===== config.mk =====
export PLATFORM = sky130hd
export DESIGN_NAME = ccu_cmd_sequencer
export DESIGN_NICKNAME = d
export VERILOG_FILES = /design/src/rtl/ccu_cmd_sequencer.sv
export SDC_FILE = /design/constraint.sdc
export NUM_CORES = 1
export LEC_CHECK = 0
export CAP_MARGIN = 40
export CORE_AREA = 2 2 150 138
export CTS_CLUSTER_SIZE = 40
export DETAILED_ROUTE_END_ITERATION = 8
export DIE_AREA = 0 0 152 140
export PLACE_DENSITY = 0.47
export RECOVER_POWER = 25
export SYNTH_ARGS = -nofsm -noshare
export SYNTH_HDL_FRONTEND = slang
export SYNTH_SLANG_ARGS = --single-unit

===== constraint.sdc =====
create_clock -name i_clk -period 3.5 [get_ports i_clk]
set_input_delay 0.7 -clock i_clk [delete_from_list [all_inputs] [get_ports i_clk]]
set_output_delay 0.7 -clock i_clk [all_outputs]
set_load 0.02 [all_outputs]

===== src/rtl/ccu_cmd_sequencer.sv =====
// ---------------------------------------------------------------------------
// ccu_cmd_sequencer
//
// Purpose: queues {hold, cmd} entries from an upstream producer and plays them
// to the CCU cmd port one at a time. Each command stays on o_cmd_out for
// hold+1 cycles. When nothing is queued the port carries NOP (8'h00).
//
// Optional feature macro: CCU_SEQ_FLUSH_EN. When it is defined, the i_flush
// input is added. i_flush empties the queue and aborts the active command.
//
// Ports:
//   i_clk        system clock, rising edge
//   i_rst        synchronous active-high reset
//   i_flush      (CCU_SEQ_FLUSH_EN only) discard queue and active command
//   i_cmd_in     command to enqueue
//   i_hold_in    extra cycles to hold i_cmd_in at the CCU
//   i_cmd_valid  producer offers i_cmd_in/i_hold_in
//   o_cmd_ready  queue can accept (not full, not in reset/flush)
//   o_cmd_out    registered command to the CCU
//   o_issue      one-cycle pulse when a new command appears on o_cmd_out
//   o_busy       a command (possibly 8'h00) is active on o_cmd_out
//   o_full       queue holds DEPTH entries
//   o_empty      queue holds no entries
//   o_count      queue occupancy
// ---------------------------------------------------------------------------
module ccu_cmd_sequencer #(
    parameter int DEPTH  = 8,
    parameter int HOLD_W = 4
) (
    input  logic                     i_clk,
    input  logic                     i_rst,
`ifdef CCU_SEQ_FLUSH_EN
    input  logic                     i_flush,
`endif
    input  logic [7:0]               i_cmd_in,
    input  logic [HOLD_W-1:0]        i_hold_in,
    input  logic                     i_cmd_valid,
    output logic                     o_cmd_ready,
    output logic [7:0]               o_cmd_out,
    output logic                     o_issue,
    output logic                     o_busy,
    output logic                     o_full,
    output logic                     o_empty,
    output logic [$clog2(DEPTH):0]   o_count
);

    localparam int AW = $clog2(DEPTH);
    localparam int EW = HOLD_W + 8;

    typedef enum logic {
        S_IDLE = 1'b0,
        S_RUN  = 1'b1
    } state_t;

    state_t          r_state;
    state_t          w_state_nxt;

    logic [EW-1:0]   r_mem [DEPTH];
    logic [AW-1:0]   r_wptr;
    logic [AW-1:0]   r_rptr;
    logic [AW:0]     r_count;
    logic [HOLD_W-1:0] r_hcnt;
    logic [7:0]      r_cmd_out;
    logic            r_issue;

    logic            w_flush;
    logic            w_clear;
    logic            w_full;
    logic            w_empty;
    logic            w_push;
    logic            w_pop;
    logic [EW-1:0]   w_head;

`ifdef CCU_SEQ_FLUSH_EN
    assign w_flush = i_flush;
`else
    assign w_flush = 1'b0;
`endif

    // Reset and flush share the same clearing path; reset is simply checked
    // alongside flush, so it always wins.
    assign w_clear = i_rst || w_flush;

    assign w_full      = (r_count == (AW+1)'(DEPTH));
    assign w_empty     = (r_count == '0);
    assign o_cmd_ready = !w_full && !i_rst && !w_flush;
    assign w_push      = i_cmd_valid && o_cmd_ready;
    assign w_head      = r_mem[r_rptr];

    assign o_cmd_out = r_cmd_out;
    assign o_issue   = r_issue;
    // Busy follows the FSM rather than the command value, since 8'h00 is a
    // legal command and must still count as busy.
    assign o_busy    = (r_state == S_RUN);
    assign o_full    = w_full;
    assign o_empty   = w_empty;
    assign o_count   = r_count;

    // FSM: state register
    always_ff @(posedge i_clk) begin
        if (w_clear) begin
            r_state <= S_IDLE;
        end else begin
            r_state <= w_state_nxt;
        end
    end

    // FSM: next state and pop decision. The pop only looks at registered
    // occupancy, so an entry pushed on an edge is not poppable until the
    // following edge.
    always_comb begin
        w_state_nxt = r_state;
        w_pop       = 1'b0;
        case (r_state)
            S_IDLE: begin
                if (!w_empty) begin
                    w_pop       = 1'b1;
                    w_state_nxt = S_RUN;
                end
            end
            S_RUN: begin
                if (r_hcnt == '0) begin
                    if (!w_empty) begin
                        w_pop = 1'b1;
                    end else begin
                        w_state_nxt = S_IDLE;
                    end
                end
            end
            default: begin
                w_state_nxt = S_IDLE;
            end
        endcase
    end

    // Queue storage has no reset. Reset and flush only clear the pointers.
    always_ff @(posedge i_clk) begin
        if (w_push) begin
            r_mem[r_wptr] <= {i_hold_in, i_cmd_in};
        end
    end

    // Pointers, occupancy and the command output register
    always_ff @(posedge i_clk) begin
        if (w_clear) begin
            r_wptr    <= '0;
            r_rptr    <= '0;
            r_count   <= '0;
            r_cmd_out <= 8'h00;
            r_hcnt    <= '0;
            r_issue   <= 1'b0;
        end else begin
            r_issue <= w_pop;

            if (w_push) begin
                r_wptr <= r_wptr + AW'(1);
            end

            if (w_pop) begin
                r_rptr    <= r_rptr + AW'(1);
                r_cmd_out <= w_head[7:0];
                r_hcnt    <= w_head[EW-1:8];
            end else if (r_state == S_RUN) begin
                if (r_hcnt != '0) begin
                    r_hcnt <= r_hcnt - HOLD_W'(1);
                end else begin
                    // Hold expired with nothing queued: fall back to NOP.
                    r_cmd_out <= 8'h00;
                end
            end

            case ({w_push, w_pop})
                2'b10:   r_count <= r_count + (AW+1)'(1);
                2'b01:   r_count <= r_count - (AW+1)'(1);
                default: r_count <= r_count;
            endcase
        end
    end

endmodule


### After elaboration in Yosys (flattened, before gate mapping)

Memories as Yosys holds them, arrays and structs flattened. A register that Yosys moved wholly into a read port is not among the register bits.
Index checks and enable logic that the tools add are counted.

| operators by class | value |
|---|---|
| add/sub/neg operators | 5 |
| equal/unequal tests | 4 |
| bitwise operators | 1 |
| reductions and logical operators | 12 |
| muxes and demuxes | 16 |

Operator list:

| operator | number |
|---|---|
| 2-to-1 mux 8 bit | 3 |
| 2-to-1 mux 4 bit | 3 |
| logical NOT 4 bit | 2 |
| one-hot mux 4 bit (2 select lines) | 1 |
| subtractor 4 x 1 -> 4 bit, second input constant | 2 |
| adder 3 x 1 -> 3 bit, second input constant | 2 |
| 2-to-1 mux 3 bit | 2 |
| nonzero test 2 bit | 3 |
| 2-to-1 mux 1 bit | 5 |
| adder 4 x 1 -> 4 bit, second input constant | 1 |
| == test 4 bit, second input constant | 1 |
| one-hot mux 1 bit (2 select lines) | 2 |
| AND reduction 2 bit | 2 |
| nonzero test 4 bit | 1 |
| == test 2 x 1 -> 1 bit, second input constant | 1 |
| == test 2 bit, second input constant | 1 |
| logical AND 1 bit | 2 |
| logical NOT 1 bit | 2 |
| inequality test 2 bit, second input constant | 1 |
| NOT 1 bit | 1 |

| word-level totals | value |
|---|---|
| output and inout bits | 17 |
| memories kept | 1 |
| logic and storage cells | 46 |
| bits in writable memories | 96 |
| register bits after elaboration | 24 |

Memory list:

| name | words | bits a word | rd ports | clocked after Yosys merged registers in | write ports | RTL line | source |
|---|---|---|---|---|---|---|---|
| r_mem | 8 | 12 | 1 | 1 | 1 | 58 | `logic [EW-1:0] r_mem [DEPTH];` |

### Logic depth before layout (Yosys ltp)

Gate-level depths: netlist of the first run.

| logic depth | value |
|---|---|
| word-level depth | 6 |
| depth in mapped cells | 12 |
| gate-level depth less buffers | 11 |

### Least setup slack after synthesis of the first run

No wires, ideal clock.

| timing | value |
|---|---|
| path type | register to register |
| start point | reg r_count[0], in the netlist o_count[0] |
| end point | reg r_count[2], in the netlist o_count[2] |
| stages on the path, launching flop included | 11 |
| data arrival time | 2.514 ns |
| period minus slack after synthesis | 2.585 ns |
| buffers on the path | 0 |
| setup slack | 0.915 ns |
| data required time | 3.429 ns |
| setup time | 0.071 ns |
| cells stage by stage | dfxtp_1 -> nor4b_2 -> nor3b_2 -> inv_1 -> ha_1 -> xor2_1 -> ha_1 -> a21oi_1 -> xor2_1 -> or3_1 -> a21oi_1 |

| on the way | value |
|---|---|
| word-level cells in the longest chain between the ends | 6 |
| elaborated cells between the ends (all ways) | 14 |
| classes of those cells | add/sub: 2; eq/ne: 3; mux: 4; reduce/logical: 5 |

RTL lines:

| what | RTL line | source |
|---|---|---|
| start: declaration | 61 | `logic [AW:0] r_count;` |
| start signal: assignment | 173 | `2'b10: r_count <= r_count + (AW+1)'(1);` |
| start signal: assignment | 174 | `2'b01: r_count <= r_count - (AW+1)'(1);` |
| start signal: assignment | 175 | `default: r_count <= r_count;` |
| == test 4 bit (*) | 84 | `assign w_full = (r_count == (AW+1)'(DEPTH));` |
| via o_full | 42 | `output logic o_full,` |
| logical NOT 1 bit (*) | 86 | `assign o_cmd_ready = !w_full && !i_rst && !w_flush;` |
| logical AND 1 bit (*) | 86 |  |
| logical AND 1 bit (*) | 87 | `assign w_push = i_cmd_valid && o_cmd_ready;` |
| == test 2 x 1 -> 1 bit / == test 2 bit (equally long branches) | 172 | `case ({w_push, w_pop})` |
| one-hot mux 4 bit (2 select lines) / nonzero test 2 bit (equally long branches) | n/a |  |

The timed path passes the listed nets; every way through them passes the cells marked *.
A chain may end at the register's enable or synchronous reset.

### Worst setup path after layout of the first run

| timing | value |
|---|---|
| start point | reg r_count[0], in the netlist o_count[0] |
| end point | out o_empty |

| on the way | value |
|---|---|
| word-level cells in the longest chain between the ends | 1 |

RTL lines:

| what | RTL line | source |
|---|---|---|
| logical NOT 4 bit | 85 | `assign w_empty = (r_count == '0);` |
| end: declaration | 43 | `output logic o_empty,` |

No other way between the ends.

==> results.yml, run 1 <==
setup_path:
  worst-endpoint-arrival_ns: 2.11
  cp_max_fo: 8
  setup.worst_path.end_class: "primary output"
  worst_path_max_delay_cell: "sky130_fd_sc_hd__clkdlybuf4s50_1"
  worst-endpoint-required_ns: 2.80
  worst_setup_path_start_kind: "register"
  timing.critical_path.cells: "or4_4 -> clkinv_2 -> clkdlybuf4s50_1"
  slowest_delay_ns: 0.61
  critical_path_class: "register to primary output"
final_layout:
  final_nets: 344
  finalCoreUtilization: 0.3120
  final.fill_count: 1886
  finish.instance_area_sq_um: 6140
  syn2layout_area_growth_pct: 26.34
  antenna_cells_inserted: 0
  drive_above_1_share: 0.2388
yosys:
  synth-main-ff-cell: "sky130_fd_sc_hd__edfxtp_1"
  post-synth-top-count-cell: "sky130_fd_sc_hd__edfxtp_1"
  synth_edf_count: 96
  postSynth.asyncResetShare: 0
  syn_area_per_cell_sq_um: 18.00
  synth_cell_type_count: 44
  synth-warning-count: 0
  yosysSeqAreaShare: 0.7044
  post_synthesis_instance_total: 270
  post_synth_top_area_cell: "sky130_fd_sc_hd__edfxtp_1"
  synthesis.nets: 292
  synthTopCellsByCount: "96 x sky130_fd_sc_hd__edfxtp_1, 27 x sky130_fd_sc_hd__dfxtp_1, 24 x sky130_fd_sc_hd__mux4_2, 17 x sky130_fd_sc_hd__mux2i_1, 16 x sky130_fd_sc_hd__nor2_1"
  netlist_top_cells_area: "sky130_fd_sc_hd__edfxtp_1 59%, sky130_fd_sc_hd__dfxtp_1 11%, sky130_fd_sc_hd__mux4_2 11%, sky130_fd_sc_hd__mux2i_1 3.5%, sky130_fd_sc_hd__ha_1 1.8%"
  ys_ff_latch: 123
  synth.cell_area_sq_um: 4860
  area_fraction_of_the_dominant_cell_type_after_synthesis: 0.5932
sta:
  max_slew.worst_pin.slew_ns: 0.7979
  timing.final.crit_share: 0.8018
  final.setup.tns_ns: 0
  finalSetupViolCount: 0
  timing.slew.headroom: 0.4673
  slew_viol_final: 0
  final_critical_path_setup_slack_ns: 0.6939
  worst_clock_skew_ns: 0.006619
  timing.final.crit_period_ns: 2.806
  hold_slack_ns: 0.4617
  maxClockFrequency_mhz: 356.4
  finalHoldViolations: 0
  grt_setup_unrepaired: "no"
clock_network:
  clkTransAtPathRegs_ns: 0.06
  cts_inserted_buffers: 17
  clockRootBuffer: "sky130_fd_sc_hd__clkbuf_16"
  clk_latency_ns: 0.41
  cts.hold.buffers_added: 0
  cts_setup_buffers: 0
  tritoncts: "yes"
  level_count_of_the_clock_h_tree: 4
  clock_sinks: 123
  ctsLongestPathBuffers: 2
  cts_resized: 0
pwr:
  cellLeakagePower_nw: 1.996
  maximum_vdd_drop_mv: 0.3129
  cellPowerDensity_nw_per_um2: 757.4
placed_design:
  dp_hpwl_um: 5999
  gp_congestion: 0.6693
  postPlaceCellArea_sq_um: 5538
  pre_cts_slack_ns: 0.4815
  placement.io_buffers: 31
global_route:
  grt_util_met1: 0.1237
  grt_util_met2: 0.1598
  total_routing_usage_reported_by_global_routing: 0.09954
  grt-ovfl-total: 0
  antenna_violations_before_repair: 0
  first_global_vias: 2637
  grtUsageMet3: 0.03063
  grt_busiest_layer: "met2"
  grt_max_degree: 21
  first_pass_grt_wire_length_um: 15430
floorplan:
  horizontal_extent_of_the_die_um: 152
  core_area_sq_um: 19680
  design.die.area_sq_um: 21280
  floorplan.die.height_um: 140
  io-pin-count: 32
  placementRows: 49
  start_util: 0.2469
routing:
  dr_total_vias: 2536
  avgRoutedWirePerCell_um: 16.73
  detail_route.first_pass.iterations: 4
  final_antenna_net_count: 0
  detail_route.drc_violations: 0
  vias_cell: 4.298
  routed_wirelength_um: 9868
  detail_route.iter0.violations: 153
outcome:
  status: "complete, no violations"
worst_hold_path:
  hold_path_class: "register to register"
run:
  maxCapViolations: 0
## report_power, final
group | internal (mW) | switching [mW]
registers | 1.69 | 0.126
clock network | 1.12 | 0.640
logic | 0.531 | 0.544
## cells in the final DEF (no fill, tap or decap), types with 10 or more instances in the layout
| cell type | count |
|---|---|
| sky130_fd_sc_hd__dfxtp_1 | 27 |
| sky130_fd_sc_hd__edfxtp_1 | 96 |
| sky130_fd_sc_hd__nand2b_1 | 10 |
| sky130_fd_sc_hd__clkdlybuf4s50_1 | 23 |
| sky130_fd_sc_hd__mux4_2 | 24 |
| sky130_fd_sc_hd__buf_4 | 13 |
| sky130_fd_sc_hd__mux2i_1 | 17 |
| sky130_fd_sc_hd__clkbuf_16 | 17 |
| sky130_fd_sc_hd__nor2_1 | 16 |
## flip-flops by register name, indices dropped and copies added (netlist names), named ones only
name / count
o_issue: 1
r_mem: 96
r_rptr: 3
o_count: 4
r_wptr: 3
o_busy: 1
o_cmd_out: 8
r_hcnt: 4
## area by class of cell
class                   count  area, sq um  share of cell area
repair buffers             45        422.9             0.06888
inverters                   7        27.53            0.004483
clock inverters            14        172.7             0.02812
well taps                 255        319.1             0.05197
flip-flops and latches    123         3423              0.5576
clock buffers              18        429.2             0.06990
multi-input cells         128         1345              0.2191
## critical path, delay by kind of cell, from the launching register on
family | cells | cell delay [ns]
flops | 1 | 0.39
simple gates | 1 | 0.59
buf+inv | 2 | 0.72
## final timing paths
check        slack (ns)            to    startpoint  cells past startpoint
max                0.69       o_empty    o_count[0]                      3
min                0.46  o_cmd_out[3]  o_cmd_out[3]                      1
max reg2reg        0.72    o_count[2]     r_hcnt[0]                     11
min reg2reg        0.46  o_cmd_out[3]  o_cmd_out[3]                      1
## per-stage QoR
| step | power, mW | cells |
|---|---|---|
| after floorplan | 2.619 | 270 |
| after global placement | 2.931 | 557 |
| after detailed placement | 2.944 | 558 |
| after CTS | 4.730 | 590 |
| after global routing | 4.905 | 590 |
| final | 4.650 | 590 |
## layer usage
metal  share of wire  wire (um)
met3           0.029        284
met4           0.018        176
met2            0.49       4800
met5               0          0
met1            0.47       4606
## cell families (layout without fill, tap and decap cells)
family,after synthesis,in the layout,synth area share
AOI/OAI and AO/OA,29,29,0.04558
xor gates and xnor gates,5,5,0.009013
adders and majority gates,7,7,0.01802
buffers and inverters,19,84,0.02085
DFF,123,123,0.7044
muxes,42,42,0.1486
and+or+nand+nor,45,45,0.05356
(Power assumes the default switching activity.)
==> inputs of run 2 (changes only) <==
==> constraint.sdc (replaced) <==
create_clock -name i_clk -period 2.9 [get_ports i_clk]
set_input_delay 0.58 -clock i_clk [delete_from_list [all_inputs] [get_ports i_clk]]
set_output_delay 0.58 -clock i_clk [all_outputs]
set_load 0.02 [all_outputs]
==> results.yml, run 2 (synthesis gave the netlist of run 1 again) <==
outcome:
  status: "complete, no violations"
placed_design:
  placement.io_buffers: 31
  dp_hpwl_um: 6416
  gp_congestion: 0.7545
  pre_cts_slack_ns: 0.2340
  placed_cells: 565
  postPlaceCellArea_sq_um: 5608
final_layout:
  finalCoreUtilization: 0.3135
  final.fill_count: 1915
  finish.instance_area_sq_um: 6170
  drive_above_1_share: 0.2485
  mostFrequentLayoutCells: "96 x sky130_fd_sc_hd__edfxtp_1, 27 x sky130_fd_sc_hd__dfxtp_1, 24 x sky130_fd_sc_hd__mux4_2, 23 x sky130_fd_sc_hd__clkdlybuf4s50_1, 19 x sky130_fd_sc_hd__buf_4"
  syn2layout_area_growth_pct: 26.96
  final_nets: 351
  final_cells: 597
  max_flop_register: "r_mem"
  antenna_cells_inserted: 0
  leading_cell_type_in_the_layout_fill_and_taps_excluded: "sky130_fd_sc_hd__edfxtp_1"
  flip_flop_count_of_the_largest_register_all_copies_and_words_added: 96
floorplan:
  placementRows: 49
  start_util: 0.2469
  floorplan.die.height_um: 140
  horizontal_extent_of_the_die_um: 152
  core_area_sq_um: 19680
  design.die.area_sq_um: 21280
  io-pin-count: 32
setup_path:
  slowest_delay_ns: 0.61
  critical_path_class: "register to primary output"
  cp.depth: 3
  setup.worst_path.end_class: "primary output"
  timing.critical_path.cells: "or4_4 -> clkinv_2 -> clkdlybuf4s50_1"
  worst_path_dominant_cell_family: "buffers and inverters"
  cp_max_fo: 8
  worst-endpoint-required_ns: 2.32
  worst_path_buf_inv: 2
  reg2regPathDepth: 11
  worst-endpoint-arrival_ns: 2.11
  worst_setup_path_start_kind: "register"
  worst_path_max_delay_cell: "sky130_fd_sc_hd__clkdlybuf4s50_1"
clock_network:
  clock_sinks: 123
  clkTransAtPathRegs_ns: 0.06
  level_count_of_the_clock_h_tree: 4
  clk_latency_ns: 0.42
  cts.hold.buffers_added: 0
  cts_setup_buffers: 0
  ctsLongestPathBuffers: 2
  cts_inserted_buffers: 17
  clockRootBuffer: "sky130_fd_sc_hd__clkbuf_16"
  cts_resized: 0
  tritoncts: "yes"
pwr:
  maximum_vdd_drop_mv: 0.3819
  cellLeakagePower_nw: 2.029
  cellPowerDensity_nw_per_um2: 894.9
  net-switching-power_mw: 1.561
  seqPwrFrac: 0.397
  clock_power_share: 0.361
  internal-power_mw: 3.960
  report.power.total_mw: 5.521
  power.share.combinational: 0.242
  p_sw_frac: 0.2828
global_route:
  antenna_violations_before_repair: 0
  grt_util_met2: 0.1489
  grt_busiest_layer: "met2"
  grt-ovfl-total: 0
  grtUsageMet3: 0.03125
  first_global_vias: 2610
  grt_util_met1: 0.1303
  total_routing_usage_reported_by_global_routing: 0.09900
  grt_max_degree: 21
  first_pass_grt_wire_length_um: 15360
worst_hold_path:
  worst_hold_path.num_cells: 1
  hold_path_class: "register to register"
routing:
  dr_total_vias: 2470
  routed_wirelength_um: 9927
  vias_cell: 4.137
  final_antenna_net_count: 0
  detail_route.iter0.violations: 134
  detail_route.first_pass.iterations: 4
  detail_route.drc_violations: 0
  avgRoutedWirePerCell_um: 16.63
sta:
  slew_viol_final: 0
  finalSetupViolCount: 0
  finalHoldViolations: 0
  hold_slack_ns: 0.4704
  timing.slew.headroom: 0.4901
  final.setup.tns_ns: 0
  worst_clock_skew_ns: 0.01766
  timing.final.crit_share: 0.9284
  timing.final.crit_period_ns: 2.692
  final_critical_path_setup_slack_ns: 0.2075
  max_slew.worst_pin.slew_ns: 0.7639
  maxClockFrequency_mhz: 371.4
  grt_setup_unrepaired: "no"
run:
  maxCapViolations: 0
run 2: path summary, 6_finish.rpt:
check | slack (ns) | to | start
hold reg to reg | 0.47 | o_cmd_out[3] | o_cmd_out[3]
setup / recovery | 0.21 | o_empty | o_count[0]
hold / removal | 0.47 | o_cmd_out[3] | o_cmd_out[3]
setup reg to reg | 0.36 | o_count[2] | r_hcnt[0]
run 2: area by class of cell:
class / instances / area, sq um / share of cell area
inverters: 7 / 27.53 / 0.004462
repair buffers: 52 / 493.0 / 0.07990
clock inverters: 13 / 128.9 / 0.02089
flip-flops and latches: 123 / 3423 / 0.5549
clock buffers: 19 / 432.9 / 0.07017
well taps: 255 / 319.1 / 0.05171
multi-input cells: 128 / 1345 / 0.2180
run 2: per-layer routing:
metal / share of wire / wire, um
met5: 0 / 0
met4: 0.013 / 126
met3: 0.025 / 252
met2: 0.47 / 4705
met1: 0.49 / 4842
run 2: power groups by stage:
stage,clock (mW),combinational [mW],sequential (mW)
floorplan,0,0.947,2.21
global placement,0,1.35,2.23
detailed placement,0,1.36,2.23
CTS,2.05,1.36,2.19
global route,2.13,1.46,2.21
finish,1.99,1.34,2.19
